**config.mk**
```make
export PLATFORM = sky130hd
export DESIGN_NAME = mbist_ram
export DESIGN_NICKNAME = d
export VERILOG_FILES = /design/src/rtl/mbist_ram.sv
export SDC_FILE = /design/constraint.sdc
export NUM_CORES = 1
export LEC_CHECK = 0
export CORE_MARGIN = 5
export CORE_UTILIZATION = 35
export CTS_CLUSTER_DIAMETER = 30
export CTS_CLUSTER_SIZE = 20
export DETAILED_ROUTE_END_ITERATION = 16
export RECOVER_POWER = 100
export SYNTH_ARGS = -nofsm -noshare
export SYNTH_HDL_FRONTEND = slang
export SYNTH_SLANG_ARGS = --single-unit
```
**constraint.sdc**
```tcl
create_clock -name clk -period 4.8 [get_ports clk]
set_input_delay 0.96 -clock clk [delete_from_list [all_inputs] [get_ports clk]]
set_output_delay 0.96 -clock clk [all_outputs]
set_load 0.02 [all_outputs]
```
**src/rtl/mbist_ram.sv**
```systemverilog
// mbist_ram: single-port synchronous RAM with an integrated March C- self-test engine
module mbist_ram #(
    parameter int Adr_size  = 4,
    parameter int Dta_size  = 8,
    parameter int FAULT_EN  = 0,
    parameter int FAULT_ADR = 0,
    parameter int FAULT_BIT = 0
) (
    input  logic                clk,
    input  logic                rst_n,
    input  logic                wr_en,
    input  logic                read_en,
    input  logic [Adr_size-1:0] adress,
    input  logic [Dta_size-1:0] din,
    output logic [Dta_size-1:0] dout,
    output logic                dout_valid,
    input  logic                bist_start,
    output logic                bist_busy,
    output logic                bist_done,
    output logic                bist_fail,
    output logic [Adr_size-1:0] fail_adr,
    output logic [Dta_size-1:0] fail_data
);
    typedef enum logic [2:0] {IDLE, M0, M1, M2, M3, M4, M5, DONE} state_t;
    localparam logic [Adr_size-1:0] LAST = '1;
    localparam logic [Adr_size-1:0] ZERO = '0;
    localparam logic [Adr_size-1:0] FADR = Adr_size'(FAULT_ADR);
    state_t state, next_state;
    logic [Adr_size-1:0] addr, next_addr, acc_adr;
    logic op, next_op, we, chk, up, idle_like, func_rd, mismatch;
    logic [Dta_size-1:0] mem [2**Adr_size];
    logic [Dta_size-1:0] rdata, fmask, expv, wdata;
    assign bist_busy = state != IDLE && state != DONE;
    assign bist_done = state == DONE;
    assign idle_like = !bist_busy;
    assign func_rd   = idle_like && read_en && !wr_en;
    assign acc_adr   = bist_busy ? addr : adress;
    always_comb begin
        fmask = '0;
        if (FAULT_EN != 0 && acc_adr == FADR) fmask[FAULT_BIT] = 1'b1;
    end
    // the stuck-at fault is modelled on the read path so every reader sees it
    assign rdata    = mem[acc_adr] & ~fmask;
    assign mismatch = chk && rdata != expv;
    always_comb begin
        next_state = state;
        next_addr  = addr;
        next_op    = op;
        we         = 1'b0;
        wdata      = din;
        chk        = 1'b0;
        expv       = '0;
        up         = state == M1 || state == M2;
        case (state)
            IDLE, DONE: begin
                we = wr_en && !read_en;
                if (bist_start) begin
                    next_state = M0;
                    next_addr  = '0;
                    next_op    = 1'b0;
                end
            end
            M0: begin
                we        = 1'b1;
                wdata     = '0;
                next_addr = addr == LAST ? '0 : addr + 1'b1;
                if (addr == LAST) next_state = M1;
            end
            M1, M2, M3, M4: begin
                expv    = (state == M2 || state == M4) ? '1 : '0;
                next_op = !op;
                if (!op) chk = 1'b1;
                else begin
                    we        = 1'b1;
                    wdata     = ~expv;
                    next_addr = up ? addr + 1'b1 : addr - 1'b1;
                    // element boundary: reload counter instead of letting it wrap
                    if (addr == (up ? LAST : ZERO)) begin
                        next_state = state == M1 ? M2 : state == M2 ? M3 : state == M3 ? M4 : M5;
                        next_addr  = state == M1 ? ZERO : LAST;
                    end
                end
            end
            M5: begin
                chk       = 1'b1;
                next_addr = addr - 1'b1;
                if (addr == ZERO) begin
                    next_state = DONE;
                    next_addr  = '0;
                end
            end
            default: next_state = IDLE;
        endcase
    end
    always_ff @(posedge clk) begin
        if (we) mem[acc_adr] <= wdata;
    end
    always_ff @(posedge clk or negedge rst_n) begin
        if (!rst_n) begin
            state      <= IDLE;
            addr       <= '0;
            op         <= 1'b0;
            dout       <= '0;
            dout_valid <= 1'b0;
            bist_fail  <= 1'b0;
            fail_adr   <= '0;
            fail_data  <= '0;
        end else begin
            state      <= next_state;
            addr       <= next_addr;
            op         <= next_op;
            dout_valid <= func_rd;
            if (func_rd) dout <= rdata;
            if (idle_like && bist_start) begin
                bist_fail <= 1'b0;
                fail_adr  <= '0;
                fail_data <= '0;
            end else if (mismatch) begin
                bist_fail <= 1'b1;
                if (!bist_fail) begin
                    fail_adr  <= addr;
                    fail_data <= rdata;
                end
            end
        end
    end
endmodule

```
Word level (Yosys, flattened, before mapping). Memory sizes are Yosys's and may differ from the RTL's. Index checks and enable logic that the tools add are counted.

Register bits after elaboration: 30. Bits in writable memories: 128. Input bits: 17. Output and inout bits: 24. Word-level logic and storage cells: 91. Memories: 1.

$add $sub $neg: 2. Equal/unequal tests: 17. Muxes and demuxes: 39. Bitwise logic cells: 1. Reduce and logical (&&, ||, !) cells: 23.

Memories: mem (depth 16, bits a word 8, rd ports 1, clocked after memory_dff 0, write ports 1, RTL line 31) `logic [Dta_size-1:0] mem [2**Adr_size];`.

Operator list (number): two-way mux 4 bit (12); two-way mux 8 bit (6); two-way mux 3 bit (6); one-hot mux 4 bit (4 select lines) (1); one-hot mux 8 bit (2 select lines) (1); equality test 3 bit (second input constant) (4); one-hot mux 3 bit (4 select lines) (1); inequality test 2 bit (second input constant) (5); inequality test 8 bit (1); inverter 8 bit (1); two-way mux 1 bit (7); equality test 3 x 2 -> 1 bit (second input constant) (2); logical AND 1 bit (6); AND reduction 2 bit (3); AND reduction 5 bit (1); adder 4 x 1 -> 4 bit (second input constant) (1); equality test 4 bit (1); equality test 4 bit (second input constant) (1); logical NOT 1 bit (4); logical NOT 4 bit (1); two-way mux 2 bit (2); one-hot mux 1 bit (2 select lines) (2); nonzero test 2 bit (2); OR reduction 4 bit (1); 9 further kinds (10).

Logic depth before layout (Yosys ltp).
Depth in word-level cells: 8. Depth in mapped cells: 14. Depth with buffers taken out: 12.

Worst setup path after synthesis. No wires, ideal clock.

Path type: input port to flip-flop. From: input port adress[1]. To: register fail_adr[0]. Library setup time: 0.079 ns. Arrival time: 3.533 ns. Required time: 4.721 ns. Path slack: 1.187 ns. Stages: 12. Buffers on the path: 2. Cell sequence: nor2b_1 -> a221o_2 -> nor2_4 -> buf_6 -> mux2i_1 -> a211oi_1 -> or4_1 -> nand3_1 -> nor4_4 -> nor4_4 -> buf_6 -> mux2i_1.

Longest elaborated chain between the ends: 6.

Ends and longest elaborated chain: from (decl) (RTL line 13) `input logic [Adr_size-1:0] adress,`; two-way mux 4 bit (RTL line 37) `assign acc_adr = bist_busy ? addr : adress;`; memory read (16 x 8 bit); inequality test 8 bit (RTL line 44) `assign mismatch = chk && rdata != expv;`; logical AND 1 bit (RTL line 44); nonzero test 2 bit (no source line); AND reduction 2 bit (no source line); to (signal assigned) (RTL line 121) `fail_adr <= addr;`; to (decl) (RTL line 21) `output logic [Adr_size-1:0] fail_adr,`.

No other way between the ends. A chain may end at the register's enable or synchronous reset.

Worst setup path in the final report.
From: input port adress[1]. To: register fail_adr[2].

Same word-level chain as after synthesis.

==> out/summary.txt <==
post-cts resize count - 0
Distinct cells, synth - 70
die width - 155.5 um
status - finished with violations
Post-Place Worst Slack - -0.1084 ns
Final Instance Count excl. Fillers - 942
Top FF cell, synth - edfxtp_1
WL final - 18370 um
post-synthesis mux area share - 0.06939
Final WS setup - 0.2921 ns
Clock Latency Late Sink - 0.43 ns
crit path kind - primary input to register
final setup skew - 0.01242 ns
CP delay by family, top - simple AND/OR/NAND/NOR gates
Setup crit end kind - register
most common cell after layout, fill and taps aside - edfxtp_1
RePlAce Congestion - 0.8908
most frequent cells in the layout - edfxtp_1, nand2_1, mux2i_1
Compound-Gate Fraction of Synth Area - 0.1202
fin nets - 677
area delta synth->final - 18.03%
slowest CP cell - nor4_4
xor/xnor share of the synthesized area - 0.001182
area share of fa/ha/maj cells after synthesis - 0.008442
worst slew pin tran - 1.646 ns
hpwl dp - 12830 um
clock root buffer - clkbuf_16
final setup violation count - 0
CP startpoint kind - primary input
Design Area, Final - 0.008747 sq mm
number of H-tree levels - 4
YS warnings - 0
Seq cells post-synth - 158
IO Port Bufs - 40
CTS clock-pin slew for the worst setup and hold paths - 0.06 ns
Fin. Hold Viols - 0
clock sink total - 158
Initial DRT Pass Iterations - 5
Core ar. - 0.02096 sq mm
# diodes - 0
Vias per Instance - 5.400
ANT nets after route - 0
worst hold path class - register to register
sequential area share after synthesis - 0.6200
initial antenna violation count - 0
postcts setup bufs - 0
Slew Limit Fails - 31
Max-Cap Viols - 1
global route overflow - 0
total CTS buffers - 17
DR DRC count - 0
cells along the critical path - clkdlybuf4s50_1 -> nor2b_1 -> a221o_2 -> nor2_4 -> clkbuf_1 -> mux2i_1 -> a211oi_1 -> or4_4 -> nand3_1 -> nor4_4 -> nor4_4 -> mux2i_1
die area - 0.02418 sq mm
share of cells above drive strength 1 - 0.1244
hold buffer count at cts - 0
fill count - 1991
largest net degree at the start of global routing - 33
GR Util All Layers - 0.1559
Die Span Y - 155.5 um
first-pass GRT wire length - 28990 um
CTS max path bufs - 2
Starting DRT DRC Count - 357
Slew HR - -0.09707
Cells after Synth - 587
vias post-DR - 5087
Req. time, crit path - 5.14 ns
Buf+Inv Stages, Crit Path - 2
fin crit share - 0.9392
dpl cell area - 0.008242 sq mm
num rows - 53
vias in the first global route - 5101
average wire per standard cell - 19.50 um
Mapped Nets - 609
CP max stage delay - 0.86 ns
RSZ-0062 raised after global routing - no
Syn Area/Cell - 12.62 sq um
Final min period - 4.508 ns
f_max - 221.8 MHz
placed insts - 911
async set or reset register ratio after synthesis - 0.1899
synthesized cell area - 0.007411 sq mm
CTS tree - yes
I/O pins - 41
arrival time worst endpoint - 4.84 ns
crit path max fanout - 12
Layout Utilization - 0.4174
EDFF count, synth - 128
Post-Synth Simple-Gate Area - 0.1417
Initial Util - 0.3537
largest family of logic cells by synthesized area - simple AND/OR/NAND/NOR gates
violated checks - max-capacitance violations, max-slew violations
==> layout make-up <==
| cell class | count | area, sq um | share of cell area |
|---|---|---|---|
| Clock inverter | 13 | 162.7 | 0.01860 |
| Timing Repair Buffer | 83 | 649.4 | 0.07424 |
| Tap cell | 275 | 344.1 | 0.03934 |
| Multi-Input combinational cell | 384 | 2526 | 0.2888 |
| Sequential cell | 158 | 4594 | 0.5252 |
| Inverter | 11 | 41.29 | 0.004720 |
| Clock buffer | 18 | 429.2 | 0.04906 |
==> logic make-up after synthesis <==
kind of cell    count (synthesis)
compound gates                125
xor+xnor                        1
fa+ha+maj                       5
buf+inv                        45
flops                         158
mux                            50
simple gates                  203
==> metal layers <==
metal  global-route usage  vias up  part of all wire
met5                    0        -                 0
met4              0.05419        0             0.021
met3              0.03421       28             0.068
met2               0.2495      196              0.47
met1               0.2108     2501              0.44
li1                     -     2362                 -
==> flip-flops by register name, summed over array words and instances (netlist names), named ones only <==
register    count
dout_valid      1
fail_data       8
state           2
fail_adr        4
dout            8
bist_fail       1
mem           128
op              1
addr            4
==> cell usage after synthesis (9+ instances only) <==
library cell / instances / area [sq um]
a21oi_1: 21 / 105.1
and3_1: 18 / 112.6
buf_2: 9 / 45.04
buf_6: 10 / 112.6
clkbuf_1: 9 / 33.78
dfrtp_1: 30 / 750.7
edfxtp_1: 128 / 3844
inv_1: 11 / 41.29
mux2_2: 11 / 123.9
mux2i_1: 39 / 390.4
nand2_1: 75 / 281.5
nand3_1: 35 / 175.2
nor2_1: 33 / 123.9
o21a_1: 10 / 75.07
o21ai_0: 34 / 170.2
==> worst paths after layout <==
| kind | from | endpoint | slack, ns | depth (start not counted) |
|---|---|---|---|---|
| worst max-delay path | adress[1] | fail_adr[2] | 0.29 | 12 |
| worst min-delay path | dout[6] | dout[6] | 0.50 | 1 |
| worst max register to register | state[0] | fail_adr[2] | 0.38 | 11 |
| worst min register to register | dout[6] | dout[6] | 0.50 | 1 |
| max in group asynchronous | rst_n | dout_valid | 2.35 | 2 |
| min in group asynchronous | rst_n | addr[0] | 1.48 | 2 |
==> metrics by stage <==
stage               hold WS, ns  setup TNS, ns
detailed placement       0.5039        -0.9560
global placement         0.5008       -0.08561
global route             0.5381              0
floorplan                0.5236              0
finish                   0.5047              0
CTS                      0.5173              0
Power is not shown: default switching activity piles up to over one toggle a cycle in this logic, so the estimate is an artifact.
